===== src/rtl/mul_share_pkg.sv =====
// Shared types, widths and the round-robin pick function for the shared
// multiplier arbiter.
package mul_share_pkg;

    localparam int unsigned W      = 8;
    localparam int unsigned PW     = 20;
    localparam int unsigned MAXREQ = 8;

    typedef enum logic [1:0] {
        IDLE = 2'd0,
        CALC = 2'd1,
        HOLD = 2'd2
    } state_e;

    typedef struct packed {
        logic       found;
        logic [2:0] idx;
    } rr_pick_t;

    // Round-robin search starting one past ptr, wrapping modulo nreq.
    function automatic rr_pick_t rr_pick(input logic [7:0]  valid,
                                         input logic [2:0]  ptr,
                                         input int unsigned nreq);
        rr_pick_t    r;
        int unsigned cand;
        r = '0;
        for (int unsigned k = 1; k <= MAXREQ; k++) begin
            if (k <= nreq) begin
                cand = (32'(ptr) + k) % nreq;
                if (!r.found && valid[cand[2:0]]) begin
                    r.found = 1'b1;
                    r.idx   = cand[2:0];
                end
            end
        end
        return r;
    endfunction

endpackage


===== src/rtl/main.sv =====
// Combinational 8x8 unsigned multiplier built from radix-4 digit decoders;
// each 2-bit digit of B selects 0, A, 2A or 3A as a partial product.
module main (
    input  logic [7:0]  B,
    input  logic [7:0]  A,
    output logic [19:0] PO
);

    logic [19:0] pp;

    always_comb begin
        PO = '0;
        pp = '0;
        for (int i = 0; i < 4; i++) begin
            case (B[2*i +: 2])
                2'd0:    pp = '0;
                2'd1:    pp = 20'(A);
                2'd2:    pp = 20'(A) << 1;
                default: pp = 20'(A) + (20'(A) << 1);
            endcase
            PO = PO + (pp << (2 * i));
        end
    end

endmodule


===== src/rtl/mul_rr_arb.sv =====
// Combinational round-robin picker: highest priority is the requester just
// after ptr.
module mul_rr_arb
    import mul_share_pkg::*;
#(
    parameter int unsigned NREQ = 4,
    parameter int unsigned IDW  = $clog2(NREQ)
) (
    input  logic [NREQ-1:0] valid,
    input  logic [IDW-1:0]  ptr,
    output logic [NREQ-1:0] grant,
    output logic [IDW-1:0]  grant_idx,
    output logic            any
);

    rr_pick_t pick;

    always_comb begin
        pick      = rr_pick(8'(valid), 3'(ptr), NREQ);
        any       = pick.found;
        grant_idx = IDW'(pick.idx);
        grant     = '0;
        if (pick.found) begin
            grant[grant_idx] = 1'b1;
        end
    end

endmodule


===== src/rtl/mul_share_arb.sv =====
// Round-robin sharing of one 8x8 multiplier core with operand isolation.
// Optional MUL_ZERO_SKIP_EN: zero operands bypass CALC and respond a cycle early.
module mul_share_arb
    import mul_share_pkg::*;
#(
    parameter int unsigned NREQ = 4,
    parameter int unsigned IDW  = $clog2(NREQ)
) (
    input  logic              clk,
    input  logic              rst,
    input  logic [NREQ-1:0]   req_valid,
    output logic [NREQ-1:0]   req_ready,
    input  logic [NREQ*W-1:0] req_a,
    input  logic [NREQ*W-1:0] req_b,
    output logic              rsp_valid,
    input  logic              rsp_ready,
    output logic [PW-1:0]     rsp_data,
    output logic [IDW-1:0]    rsp_id
);

    state_e          state_q, state_d;
    logic [IDW-1:0]  rr_ptr_q, rr_ptr_d;
    logic [IDW-1:0]  id_q, id_d;
    logic [W-1:0]    op_a_q, op_a_d;
    logic [W-1:0]    op_b_q, op_b_d;
    logic            rsp_valid_q, rsp_valid_d;
    logic [PW-1:0]   rsp_data_q, rsp_data_d;
    logic [IDW-1:0]  rsp_id_q, rsp_id_d;

    logic [NREQ-1:0] grant;
    logic [IDW-1:0]  grant_idx;
    logic            any;
    logic            accept;
    logic            zero_op;
    logic [W-1:0]    acc_a, acc_b;
    logic [PW-1:0]   core_po;

    mul_rr_arb #(.NREQ(NREQ), .IDW(IDW)) u_arb (
        .valid     (req_valid),
        .ptr       (rr_ptr_q),
        .grant     (grant),
        .grant_idx (grant_idx),
        .any       (any)
    );

    // Core sees only the operand registers, which are zero while idle.
    main u_core (
        .B  (op_b_q),
        .A  (op_a_q),
        .PO (core_po)
    );

    assign acc_a   = req_a[grant_idx*W +: W];
    assign acc_b   = req_b[grant_idx*W +: W];
    assign accept  = (state_q == IDLE) && any && !rst;
    assign zero_op = (acc_a == '0) || (acc_b == '0);

    // State register and datapath flops.
    always_ff @(posedge clk or posedge rst) begin
        if (rst) begin
            state_q     <= IDLE;
            rr_ptr_q    <= IDW'(NREQ - 1);
            id_q        <= '0;
            op_a_q      <= '0;
            op_b_q      <= '0;
            rsp_valid_q <= 1'b0;
            rsp_data_q  <= '0;
            rsp_id_q    <= '0;
        end else begin
            state_q     <= state_d;
            rr_ptr_q    <= rr_ptr_d;
            id_q        <= id_d;
            op_a_q      <= op_a_d;
            op_b_q      <= op_b_d;
            rsp_valid_q <= rsp_valid_d;
            rsp_data_q  <= rsp_data_d;
            rsp_id_q    <= rsp_id_d;
        end
    end

    // Next-state logic.
    always_comb begin
        state_d = state_q;
        case (state_q)
            IDLE: begin
                if (accept) begin
`ifdef MUL_ZERO_SKIP_EN
                    state_d = zero_op ? HOLD : CALC;
`else
                    state_d = CALC;
`endif
                end
            end
            CALC:    state_d = HOLD;
            HOLD:    if (rsp_ready) state_d = IDLE;
            default: state_d = IDLE;
        endcase
    end

    // Datapath register updates.
    always_comb begin
        rr_ptr_d    = rr_ptr_q;
        id_d        = id_q;
        op_a_d      = op_a_q;
        op_b_d      = op_b_q;
        rsp_valid_d = rsp_valid_q;
        rsp_data_d  = rsp_data_q;
        rsp_id_d    = rsp_id_q;
        case (state_q)
            IDLE: begin
                if (accept) begin
                    rr_ptr_d = grant_idx;
                    id_d     = grant_idx;
                    op_a_d   = acc_a;
                    op_b_d   = acc_b;
`ifdef MUL_ZERO_SKIP_EN
                    if (zero_op) begin
                        op_a_d      = '0;
                        op_b_d      = '0;
                        rsp_data_d  = '0;
                        rsp_id_d    = grant_idx;
                        rsp_valid_d = 1'b1;
                    end
`endif
                end
            end
            CALC: begin
                rsp_data_d  = core_po;
                rsp_id_d    = id_q;
                rsp_valid_d = 1'b1;
                op_a_d      = '0;
                op_b_d      = '0;
            end
            HOLD: begin
                if (rsp_ready) rsp_valid_d = 1'b0;
            end
            default: ;
        endcase
    end

    // Outputs: req_ready is the only combinational path from req_valid.
    always_comb begin
        req_ready = '0;
        if ((state_q == IDLE) && !rst) begin
            req_ready = grant;
        end
    end

    assign rsp_valid = rsp_valid_q;
    assign rsp_data  = rsp_data_q;
    assign rsp_id    = rsp_id_q;

endmodule


===== config.mk =====
export PLATFORM = sky130hd
export DESIGN_NAME = mul_share_arb
export DESIGN_NICKNAME = d
export VERILOG_FILES = /design/src/rtl/mul_share_pkg.sv /design/src/rtl/main.sv /design/src/rtl/mul_rr_arb.sv /design/src/rtl/mul_share_arb.sv
export SDC_FILE = /design/constraint.sdc
export NUM_CORES = 1
export LEC_CHECK = 0
export ABC_AREA = 1
export CAP_MARGIN = 20
export CORE_AREA = 2 2 113 115
export DETAILED_ROUTE_END_ITERATION = 16
export DIE_AREA = 0 0 115 117
export MAX_ROUTING_LAYER = met4
export PLACE_DENSITY = 0.72
export SKIP_LAST_GASP = 1
export SLEW_MARGIN = 20
export SYNTH_ARGS = -nofsm -noshare
export SYNTH_HDL_FRONTEND = slang
export SYNTH_SLANG_ARGS = --single-unit

===== constraint.sdc =====
create_clock -name clk -period 5.4 [get_ports clk]
set_input_delay 0.81 -clock clk [delete_from_list [all_inputs] [get_ports clk]]
set_output_delay 0.81 -clock clk [all_outputs]
set_load 0.01 [all_outputs]

Yosys cells after proc, flatten, opt, wreduce, memory -nomap -nowiden
Cells that the tools add are included.
{"block": "totals", "ff_bits": 45, "inputBits": 71, "output_inout_bits": 27, "elab_cells": 87}
{"block": "classes", "n_addsub": 8, "magnitude_cmp": 6, "eq_ne": 12, "n_shift": 2, "mux": 29, "n_reduce_logical": 22}
{"operator": "indexed part select 32 x 6 -> 8 bit", "count": 2}
{"operator": "adder 20 bit", "count": 3}
{"operator": "one-hot mux 18 bit (3 select lines)", "count": 1}
{"operator": "one-hot mux 16 bit (3 select lines)", "count": 1}
{"operator": "one-hot mux 14 bit (3 select lines)", "count": 1}
{"operator": "one-hot mux 8 bit (2 select lines)", "count": 2}
{"operator": "one-hot mux 10 bit (3 select lines)", "count": 1}
{"operator": "2-to-1 mux 4 bit", "count": 6}
{"operator": "< comparator 2 x 4 -> 1 bit, second input constant", "count": 4}
{"operator": "2-to-1 mux 8 bit", "count": 2}
{"operator": "adder 8 x 9 -> 10 bit", "count": 1}
{"operator": "equality test 2 x 1 -> 1 bit, second input constant", "count": 5}
{"operator": "equality test 2 bit, second input constant", "count": 5}
{"operator": "logical NOT 2 bit", "count": 5}
{"operator": "binary-select mux 1 bit (select 2 bit)", "count": 4}
{"operator": "AND reduction 2 bit", "count": 4}
{"operator": "logical AND 1 bit", "count": 7}
{"operator": "2-to-1 mux 1 bit", "count": 6}
{"operator": "one-hot mux 2 bit (3 select lines)", "count": 1}
{"operator": "adder 2 x 1 -> 2 bit, second input constant", "count": 2}
{"operator": "adder 2 bit, second input constant", "count": 2}
{"operator": "logical NOT 1 bit", "count": 4}
{"operator": "2-to-1 mux 2 bit", "count": 2}
{"operator": "!= test 2 bit, second input constant", "count": 2}
{"operator": "other kinds (5)", "count": 6}

Logic depth before layout (Yosys ltp)
Gate-level depths: netlist (run 1).
{"block": "logic_depth", "ltp_word": 19, "mapped_depth": 24, "ltp_nobuf": 24}

Hierarchy
A second synthesis (run 1) with hierarchy kept.
{"block": "unflattened", "hier_cells": 772, "hier_area_um2": 4895.9}
{"mod": "mul_share_arb", "n_inst": 1, "cells_per_inst": 306, "area_each_um2": 2269.7, "seq_area_each_um2": 1128.6}
{"mod": "main", "n_inst": 1, "cells_per_inst": 391, "area_each_um2": 2247.2, "seq_area_each_um2": 0.0}
{"mod": "mul_rr_arb", "n_inst": 1, "cells_per_inst": 75, "area_each_um2": 379.1, "seq_area_each_um2": 0.0}

Worst setup path before layout (run 1)
No wires, ideal clock.
{"block": "synth_timing", "path_type": "reg-to-reg", "from": "register op_a_q[1]", "to": "register rsp_data_q[12] (netlist: rsp_data[12])", "setup_time_ns": 0.082, "arrival_ns": 4.217, "t_required_ns": 5.318, "path_slack_ns": 1.101, "stages_incl_launch_ff": 21, "n_path_buf": 0, "period_less_slack_ns": 4.299, "cell_sequence": "dfrtp_1 > ha_1 > fa_1 > nand3_1 > nand2_1 > a21oi_1 > o21bai_1 > xor2_1 > nand2_1 > o211ai_1 > inv_1 > fa_1 > fa_1 > inv_1 > ha_1 > a21oi_1 > o21ai_0 > a21oi_1 > o21ai_0 > or2_2 > a31oi_1"}
{"block": "synth_via", "elab_chain_cells": 5, "word_cells_on_any_way": 8, "cone_classes": "4 x add/sub; 4 x mux"}
{"item": "from (decl)", "line_no": "mul_share_arb.sv:24", "rtl": "logic [W-1:0] op_a_q, op_a_d;"}
{"item": "from (signal assigned)", "line_no": "mul_share_arb.sv:73", "rtl": "op_a_q <= op_a_d;"}
{"item": "adder 8 x 9 -> 10 bit", "line_no": "main.sv:19", "rtl": "default: pp = 20'(A) + (20'(A) << 1);"}
{"item": "one-hot mux 10 bit (3 select lines) or one-hot mux 18 bit (3 select lines) (tied branches)", "line_no": "main.sv:15", "rtl": "case (B[2*i +: 2])"}
{"item": "adder 20 bit (2 in series)", "line_no": "main.sv:21", "rtl": "PO = PO + (pp << (2 * i));"}
{"item": "adder 20 bit *", "line_no": "main.sv:21"}
{"item": "to (signal assigned)", "line_no": "mul_share_arb.sv:76", "rtl": "rsp_data_q <= rsp_data_d;"}
{"item": "to (decl)", "line_no": "mul_share_arb.sv:27", "rtl": "logic [PW-1:0] rsp_data_q, rsp_data_d;"}
Mark *: on every way between the ends. The rest lies on a longest branch, timed or not.
A chain may end at the register's enable or synchronous reset.

Final worst setup path (run 1)
Same ends and word-level chain as after synthesis.

==> results of run 1 <==
[critical path: cells and delay by family, from the launching register on]
kind                       cells  cell delay [ns]
AOI/OAI and AO/OA              8             1.22
adders and majority gates      5             2.12
DFF                            1             0.50
and+or+nand+nor                4             0.56
xor gates and xnor gates       1             0.30
buffers and inverters          2             0.13
[cell families (layout without fill, tap and decap cells)]
kind of cell | after synthesis | in the layout | synth area share (%)
AOI/OAI and AO/OA | 101 | 101 | 13.6
xor gates and xnor gates | 5 | 5 | 0.963
adders and majority gates | 47 | 47 | 15.2
buffers and inverters | 119 | 200 | 11.4
DFF | 42 | 42 | 23.2
other | 1 | 3 | 0.0825
and+or+nand+nor | 364 | 364 | 35.6
[synth_stat cells, types with 11 or more instances]
library cell	number	share of area, %
a21oi_1	27	3.0
dfrtp_1	40	22
fa_1	14	6.2
ha_1	33	9.1
inv_1	89	7.3
nand2_1	231	19
nand2_2	11	1.5
nand3_1	50	5.5
nand3b_1	17	2.8
nor2_1	33	2.7
o21ai_0	32	3.5
o221ai_1	17	3.3
[stage by stage]
step	power, W	cells	worst slack (ns)	hold slack [ns]
CTS	0.00371	912	0.546	0.476
finish	0.00370	912	0.502	0.473
global route	0.00410	912	0.221	0.494
floorplan	0.00272	681	1.10	0.478
global placement	0.00330	904	0.756	0.455
detailed placement	0.00333	904	0.640	0.459
[flip-flops by register name, summed over array words and instances (netlist names)]
register   flops
rr_ptr_q       2
state_q        2
op_b_q         8
id_q           2
rsp_data      17
op_a_q         8
rsp_valid      1
rsp_id         2
[where the power goes]
part,internal [W],leakage (nW),switching (W)
clock network,0.000219,0.0842,0.000139
registers,0.000463,0.530,0.000160
logic,0.000978,2.33,0.00174
[layout by cell type, fill, tap and decap left out, drive strengths merged]
cell | synthesis | routed
nand2 | 246 | 246
inv | 95 | 96
clkdlybuf4s50 | 0 | 94
nand3 | 51 | 51
dfrtp | 40 | 40
nor2 | 37 | 37
ha | 33 | 33
o21ai | 33 | 33
a21oi | 28 | 28
o221ai | 17 | 17
nand3b | 17 | 17
fa | 14 | 14
o22ai | 8 | 8
or2 | 8 | 8
clkbuf | 8 | 5
nand4 | 4 | 4
a31oi | 4 | 4
xor2 | 4 | 4
o211ai | 3 | 3
conb | 1 | 3
buf | 16 | 3
o31ai | 2 | 2
o21bai | 2 | 2
dfstp | 2 | 2
a31o | 1 | 1
nor3 | 1 | 1
a221oi | 1 | 1
xnor2 | 1 | 1
a21o | 1 | 1
o311ai | 1 | 1
clkinv | 0 | 1
bufinv | 0 | 1
[final timing paths]
check,start,cells after the start,to
worst max-delay path,op_a_q[1],20,rsp_data[12]
worst min-delay path,rsp_data[5],2,rsp_data[5]
worst max register to register,op_a_q[1],20,rsp_data[12]
worst min register to register,rsp_data[5],2,rsp_data[5]
max in group asynchronous,rst,3,rr_ptr_q[0]
min in group asynchronous,rst,3,state_q[1]
[routing by layer]
layer	wire [µm]	share of wire, %
met2	5370	46
met3	683	5.8
met4	199	1.7
met5	0	0
met1	5540	47
[final cells by class]
cell class / instances / area [µm²] / share of cell area (%)
clock buffer: 5 / 125 / 2.19
clock inverter: 3 / 43.8 / 0.766
multi-input combinational: 520 / 2980 / 52.2
timing repair buffer: 97 / 963 / 16.8
inverter: 95 / 362 / 6.32
tap: 150 / 188 / 3.28
sequential: 42 / 1050 / 18.4
==> out/metrics.csv, run 1 <==
stage,metric,value,unit
timing,rsz0062_at_grt,no,
worst_hold_path,min_path_type,flip-flop to flip-flop,
worst_setup_path,path_max_fanout,9,
logic_synthesis,ys_ff_latch,42,
worst_setup_path,cp-end-kind,flip-flop,
clocking,ctsResizeCount,0,
worst_setup_path,crit_arrival,5.11,ns
clocking,clk_latency,0.30,ns
clocking,cts_tree,yes,
global_routing,grt_usage,18.5,%
logic_synthesis,ys_types,42,
clocking,cts-hold-fix-buffers,0,
logic_synthesis,ys.flop_type,dfrtp_1,
global_routing,antenna_found_initial,0,
timing,hold_viol_final,0,
logic_synthesis,netlist_area,0.00455,mm²
worst_setup_path,path_cells,"ha_1, fa_1, nand3_1, nand2_1, a21oi_1, o21bai_1, xor2_1, nand2_1, o211ai_1, inv_1, fa_1, fa_1, inv_1, ha_1, a21oi_1, o21ai_0, a21oi_1, o21ai_0, or2_2, a31oi_1",
logic_synthesis,synth_enable_flop_cells,0,
power_and_ir_drop,peakVddDrop,0.389,mV
timing,finalSetupTns,0,ns
global_routing,grt_pass1_wl,19700,µm
logic_synthesis,syn_inst,679,
detailed_routing,via_count,4634,
clocking,cts_buffers,5,
floorplan,initial_core_util,36.9,%
worst_setup_path,cp_data_required_time,5.61,ns
floorplan,io_pins,98,
place,io_buffers,94,
detailed_routing,ant_nets,0,
detailed_routing,drc,0,
power_and_ir_drop,p_leak,2.95,nW
floorplan,fp.dieH,117,µm
layout,nets,879,
clocking,cts_root_buf,clkbuf_16,
detailed_routing,avgViaCountPerCell,5.08,
worst_setup_path,slowest_stage,fa_1,
clocking,clock_path_buffers,2,
logic_synthesis,synth_seq_area_share,23.2,%
detailed_routing,routed_wl,11800,µm
worst_setup_path,r2r_slack,0.50,ns
global_routing,grtUsageMet2,29.8,%
timing,finalCriticalPeriod,4.90,ns
power_and_ir_drop,pwr_density_cell,646,mW/mm²
floorplan,die_area,0.0135,mm²
status,outcome,completed,
global_routing,grt_overflow,0,
floorplan,design.core.area,0.0123,mm²
timing,skew,0.00999,ns
clocking,htreeDepth,2,
layout,drive_above_1_share,6.43,%
detailed_routing,drtIter0Drc,298,
worst_setup_path,critPathMaxStageDelay,0.55,ns
layout,antenna_cells,0,
place,place_hpwl,9250,µm
timing,period_share,90.7,%
clocking,path_clk_slew,0.07,ns
timing,fmax,0.204,GHz
detailed_routing,wire_per_inst,12.9,µm
global_routing,grt_max_degree,43,
worst_setup_path,startpoint_type,flip-flop,
timing,setup_viol,0,
global_routing,use_met3,2.27,%
timing,slew_viol_final,0,
place,place_area,0.00555,mm²
timing,tightest_slew,0.699,ns
layout,n_fill_cell,1258,
global_routing,grt_pass1_vias,4277,
logic_synthesis,synth_area_per_cell,6.70,µm²
global_routing,use_met1,24.5,%
logic_synthesis,synthArstFlopShare,100,%
logic_synthesis,ys.warnings.count,0,
detailed_routing,dr.pass1.iters,7,
global_routing,busiest_layer,met2,
worst_setup_path,critPathKind,flip-flop to flip-flop,
layout,area_growth,25.8,%
floorplan,fp-row-count,41,
clocking,cts_setup_buffers,0,
floorplan,die_w,115,µm
run,drv_cap,0,
clocking,numClockSinks,42,
place,gp_congestion,0.923,
layout,fin_util,46.5,%
layout,stdcell_area,0.00572,mm²
timing,max-slew-margin-rel,53.3,%
No activity file was read; power rests on OpenSTA's default activity.
==> inputs of run 2 (changes only) <==
--- a/config.mk
+++ b/config.mk
@@ -6,8 +6,8 @@
 export NUM_CORES = 1
 export LEC_CHECK = 0
 export ABC_AREA = 1
-export CAP_MARGIN = 20
 export CORE_AREA = 2 2 113 115
+export CTS_CLUSTER_SIZE = 16
 export DETAILED_ROUTE_END_ITERATION = 16
 export DIE_AREA = 0 0 115 117
 export MAX_ROUTING_LAYER = met4
==> results of run 2 <==
The final DEF is identical to that of run 1; final timing and power are the same.
==> inputs of run 3 (changes only) <==
--- a/config.mk
+++ b/config.mk
@@ -11,7 +11,7 @@
 export DETAILED_ROUTE_END_ITERATION = 16
 export DIE_AREA = 0 0 115 117
 export MAX_ROUTING_LAYER = met4
-export PLACE_DENSITY = 0.72
+export PLACE_DENSITY = 0.67
 export SKIP_LAST_GASP = 1
 export SLEW_MARGIN = 20
 export SYNTH_ARGS = -nofsm -noshare
==> run 3 against run 2 <==
Net effect: non-clock buffer count stayed put; critical path depth stayed put; die area stayed put; critical endpoint unchanged.
==> out/metrics.csv, run 3 (synthesized netlist as in run 1, its figures left out) <==
stage,metric,value,unit,change
run,drv_cap,0,,unchanged
global_routing,grt_pass1_vias,4313,,was 4277
layout,area_growth,25.7,%,was 25.8%
clocking,clk_latency,0.28,ns,was 0.30 ns
layout,fin_util,46.4,%,was 46.5%
power_and_ir_drop,clock_power_share,9.2,%,was 9.7%
clocking,cts_tree,yes,,unchanged
layout,layout_commonest_cell,nand2_1,,unchanged
worst_setup_path,crit_arrival,4.93,ns,was 5.11 ns
clocking,cts_root_buf,clkbuf_16,,unchanged
floorplan,io_pins,98,,unchanged
layout,drive_above_1_share,6.30,%,was 6.43%
power_and_ir_drop,seqPwrFrac,16.8,%,was 16.9%
worst_setup_path,cp-end-kind,flip-flop,,unchanged
worst_hold_path,worstHoldEndpoint,rsp_data[5],,unchanged
worst_setup_path,r2r_start,op_a_q[1],,unchanged
timing,finalSetupTns,0,ns,unchanged
floorplan,fp.dieH,117,µm,unchanged
timing,period_share,87.5,%,was 90.7%
power_and_ir_drop,peakVddDrop,0.360,mV,was 0.389 mV
detailed_routing,via_count,4514,,was 4634
worst_setup_path,path_max_fanout,9,,unchanged
timing,hold_viol_final,0,,unchanged
power_and_ir_drop,comb_power_share,73.9,%,was 73.5%
worst_hold_path,min_path_type,flip-flop to flip-flop,,unchanged
detailed_routing,dr.pass1.iters,4,,was 7
clocking,cts_setup_buffers,0,,unchanged
place,io_buffers,94,,unchanged
detailed_routing,routed_wl,11500,µm,was 11800 µm
layout,largest_register_ffs,17,,unchanged
power_and_ir_drop,pwr_density_cell,640,mW/mm²,was 646 mW/mm²
clocking,clock_path_buffers,2,,unchanged
worst_setup_path,startpoint_type,flip-flop,,unchanged
timing,max-slew-margin-rel,55.4,%,was 53.3%
clocking,cts_buffers,5,,unchanged
clocking,htreeDepth,2,,unchanged
place,place_hpwl,9160,µm,was 9250 µm
detailed_routing,wl_met1,5520,µm,was 5540 µm
global_routing,grt_usage,18.2,%,was 18.5%
worst_setup_path,r2r_end,rsp_data[12],,unchanged
worst_setup_path,r2r_slack,0.67,ns,was 0.50 ns
worst_hold_path,hold_path_depth,2,,unchanged
timing,tightest_slew,0.668,ns,was 0.699 ns
global_routing,grt_overflow,0,,unchanged
detailed_routing,avgViaCountPerCell,4.95,,was 5.08
clocking,ctsResizeCount,0,,unchanged
floorplan,die_area,0.0135,mm²,unchanged
timing,slew_viol_final,0,,unchanged
layout,n_fill_cell,1236,,was 1258
timing,finalCriticalPeriod,4.73,ns,was 4.90 ns
global_routing,antenna_found_initial,0,,unchanged
layout,mostFrequentLayoutCells,"nand2_1 (231), clkdlybuf4s50_1 (94), inv_1 (89)",,unchanged
power_and_ir_drop,p_leak,2.94,nW,was 2.95 nW
clocking,numClockSinks,42,,unchanged
floorplan,die_w,115,µm,unchanged
worst_setup_path,r2r_cells,20,,unchanged
power_and_ir_drop,internal-power,0.00166,W,about the same
clocking,cts-hold-fix-buffers,0,,unchanged
floorplan,fp-row-count,41,,unchanged
timing,rsz0062_at_grt,no,,unchanged
worst_setup_path,critPathKind,flip-flop to flip-flop,,unchanged
timing,setup_viol,0,,unchanged
global_routing,grt_max_degree,43,,unchanged
timing,fmax,0.212,GHz,was 0.204 GHz
power_and_ir_drop,switching_share,54.7,%,was 55.1%
detailed_routing,dr_wl_met3,614,µm,was 683 µm
detailed_routing,highest_layer,met4,,unchanged
place,gp_congestion,0.965,,was 0.923
timing,skew,0.00431,ns,was 0.00999 ns
power_and_ir_drop,p_sw,0.00200,W,was 0.00204 W
clocking,path_clk_slew,0.06,ns,was 0.07 ns
worst_setup_path,cp_data_required_time,5.60,ns,was 5.61 ns
global_routing,grt_pass1_wl,19600,µm,was 19700 µm
floorplan,design.core.area,0.0123,mm²,unchanged
layout,antenna_cells,0,,unchanged
detailed_routing,drtIter0Drc,229,,was 298
detailed_routing,ant_nets,0,,unchanged
floorplan,initial_core_util,36.9,%,unchanged
detailed_routing,wire_per_inst,12.6,µm,was 12.9 µm
worst_hold_path,hold_path_startpoint,rsp_data[5],,unchanged
detailed_routing,met2WireLength,5010,µm,was 5370 µm
detailed_routing,drc,0,,unchanged
status,outcome,completed,,unchanged
layout,nets,879,,unchanged
==> run 3: layout make-up <==
type	instances	area, µm²	share of cell area (%)
Clock inverter	2	37.5	0.657
Timing Repair Buffer	97	963	16.9
Tap cell	150	188	3.28
Multi-Input combinational cell	520	2980	52.2
Sequential cell	42	1050	18.4
Clock buffer	6	129	2.25
Inverter	95	362	6.33
==> run 3: worst max-delay path by stage <==
stage | start | to | slack (ns) | depth (start not counted)
2_1_floorplan | op_a_q[1] | rsp_data[12] | 1.10 | 20
3_3_place_gp | op_a_q[1] | rsp_data[12] | 0.78 | 20
6_report | op_a_q[1] | rsp_data[12] | 0.67 | 20
3_5_place_dp | op_a_q[1] | rsp_data[12] | 0.71 | 20
5_1_grt | op_a_q[1] | rsp_data[12] | 0.28 | 20
4_1_cts | op_a_q[1] | rsp_data[12] | 0.68 | 20
==> run 3: critical path, stage by stage, from the launching register on <==
cell and delay [ns]:
dfrtp_1 0.48, ha_1 0.26, fa_1 0.41, nand3_1 0.10
nand2_1 0.08, a21oi_1 0.13, o21bai_1 0.10, xor2_1 0.29
nand2_1 0.08, o211ai_1 0.12, inv_1 0.09, fa_1 0.51
fa_1 0.54, inv_1 0.04, ha_1 0.35, a21oi_1 0.21
o21ai_0 0.14, a21oi_1 0.19, o21ai_0 0.11, or2_2 0.28
a31oi_1 0.12
==> run 3: through the flow <==
stage	instances	instance area, µm²	setup WS (ns)	power (W)	hold WS, ns
floorplan	681	4550	1.10	0.00272	0.478
global placement	904	5550	0.781	0.00332	0.456
detailed placement	904	5550	0.707	0.00332	0.458
CTS	912	5720	0.684	0.00368	0.474
global route	912	5720	0.283	0.00411	0.510
finish	912	5720	0.673	0.00366	0.470
==> run 3: metal layers <==
| metal | GRT usage, % | up-vias |
|---|---|---|
| li1 | - | 2363 |
| met1 | 23.9 | 1952 |
| met2 | 29.8 | 170 |
| met3 | 2.16 | 29 |
| met4 | 5.14 | 0 |
| met5 | - | - |
==> run 3: power by group through the flow <==
stage / registers [W] / clock network, W / logic [W]
global route: 0.000640 / 0.000360 / 0.00311
detailed placement: 0.000619 / 0 / 0.00270
floorplan: 0.000601 / 0 / 0.00212
global placement: 0.000618 / 0 / 0.00270
finish: 0.000617 / 0.000338 / 0.00270
CTS: 0.000616 / 0.000346 / 0.00272
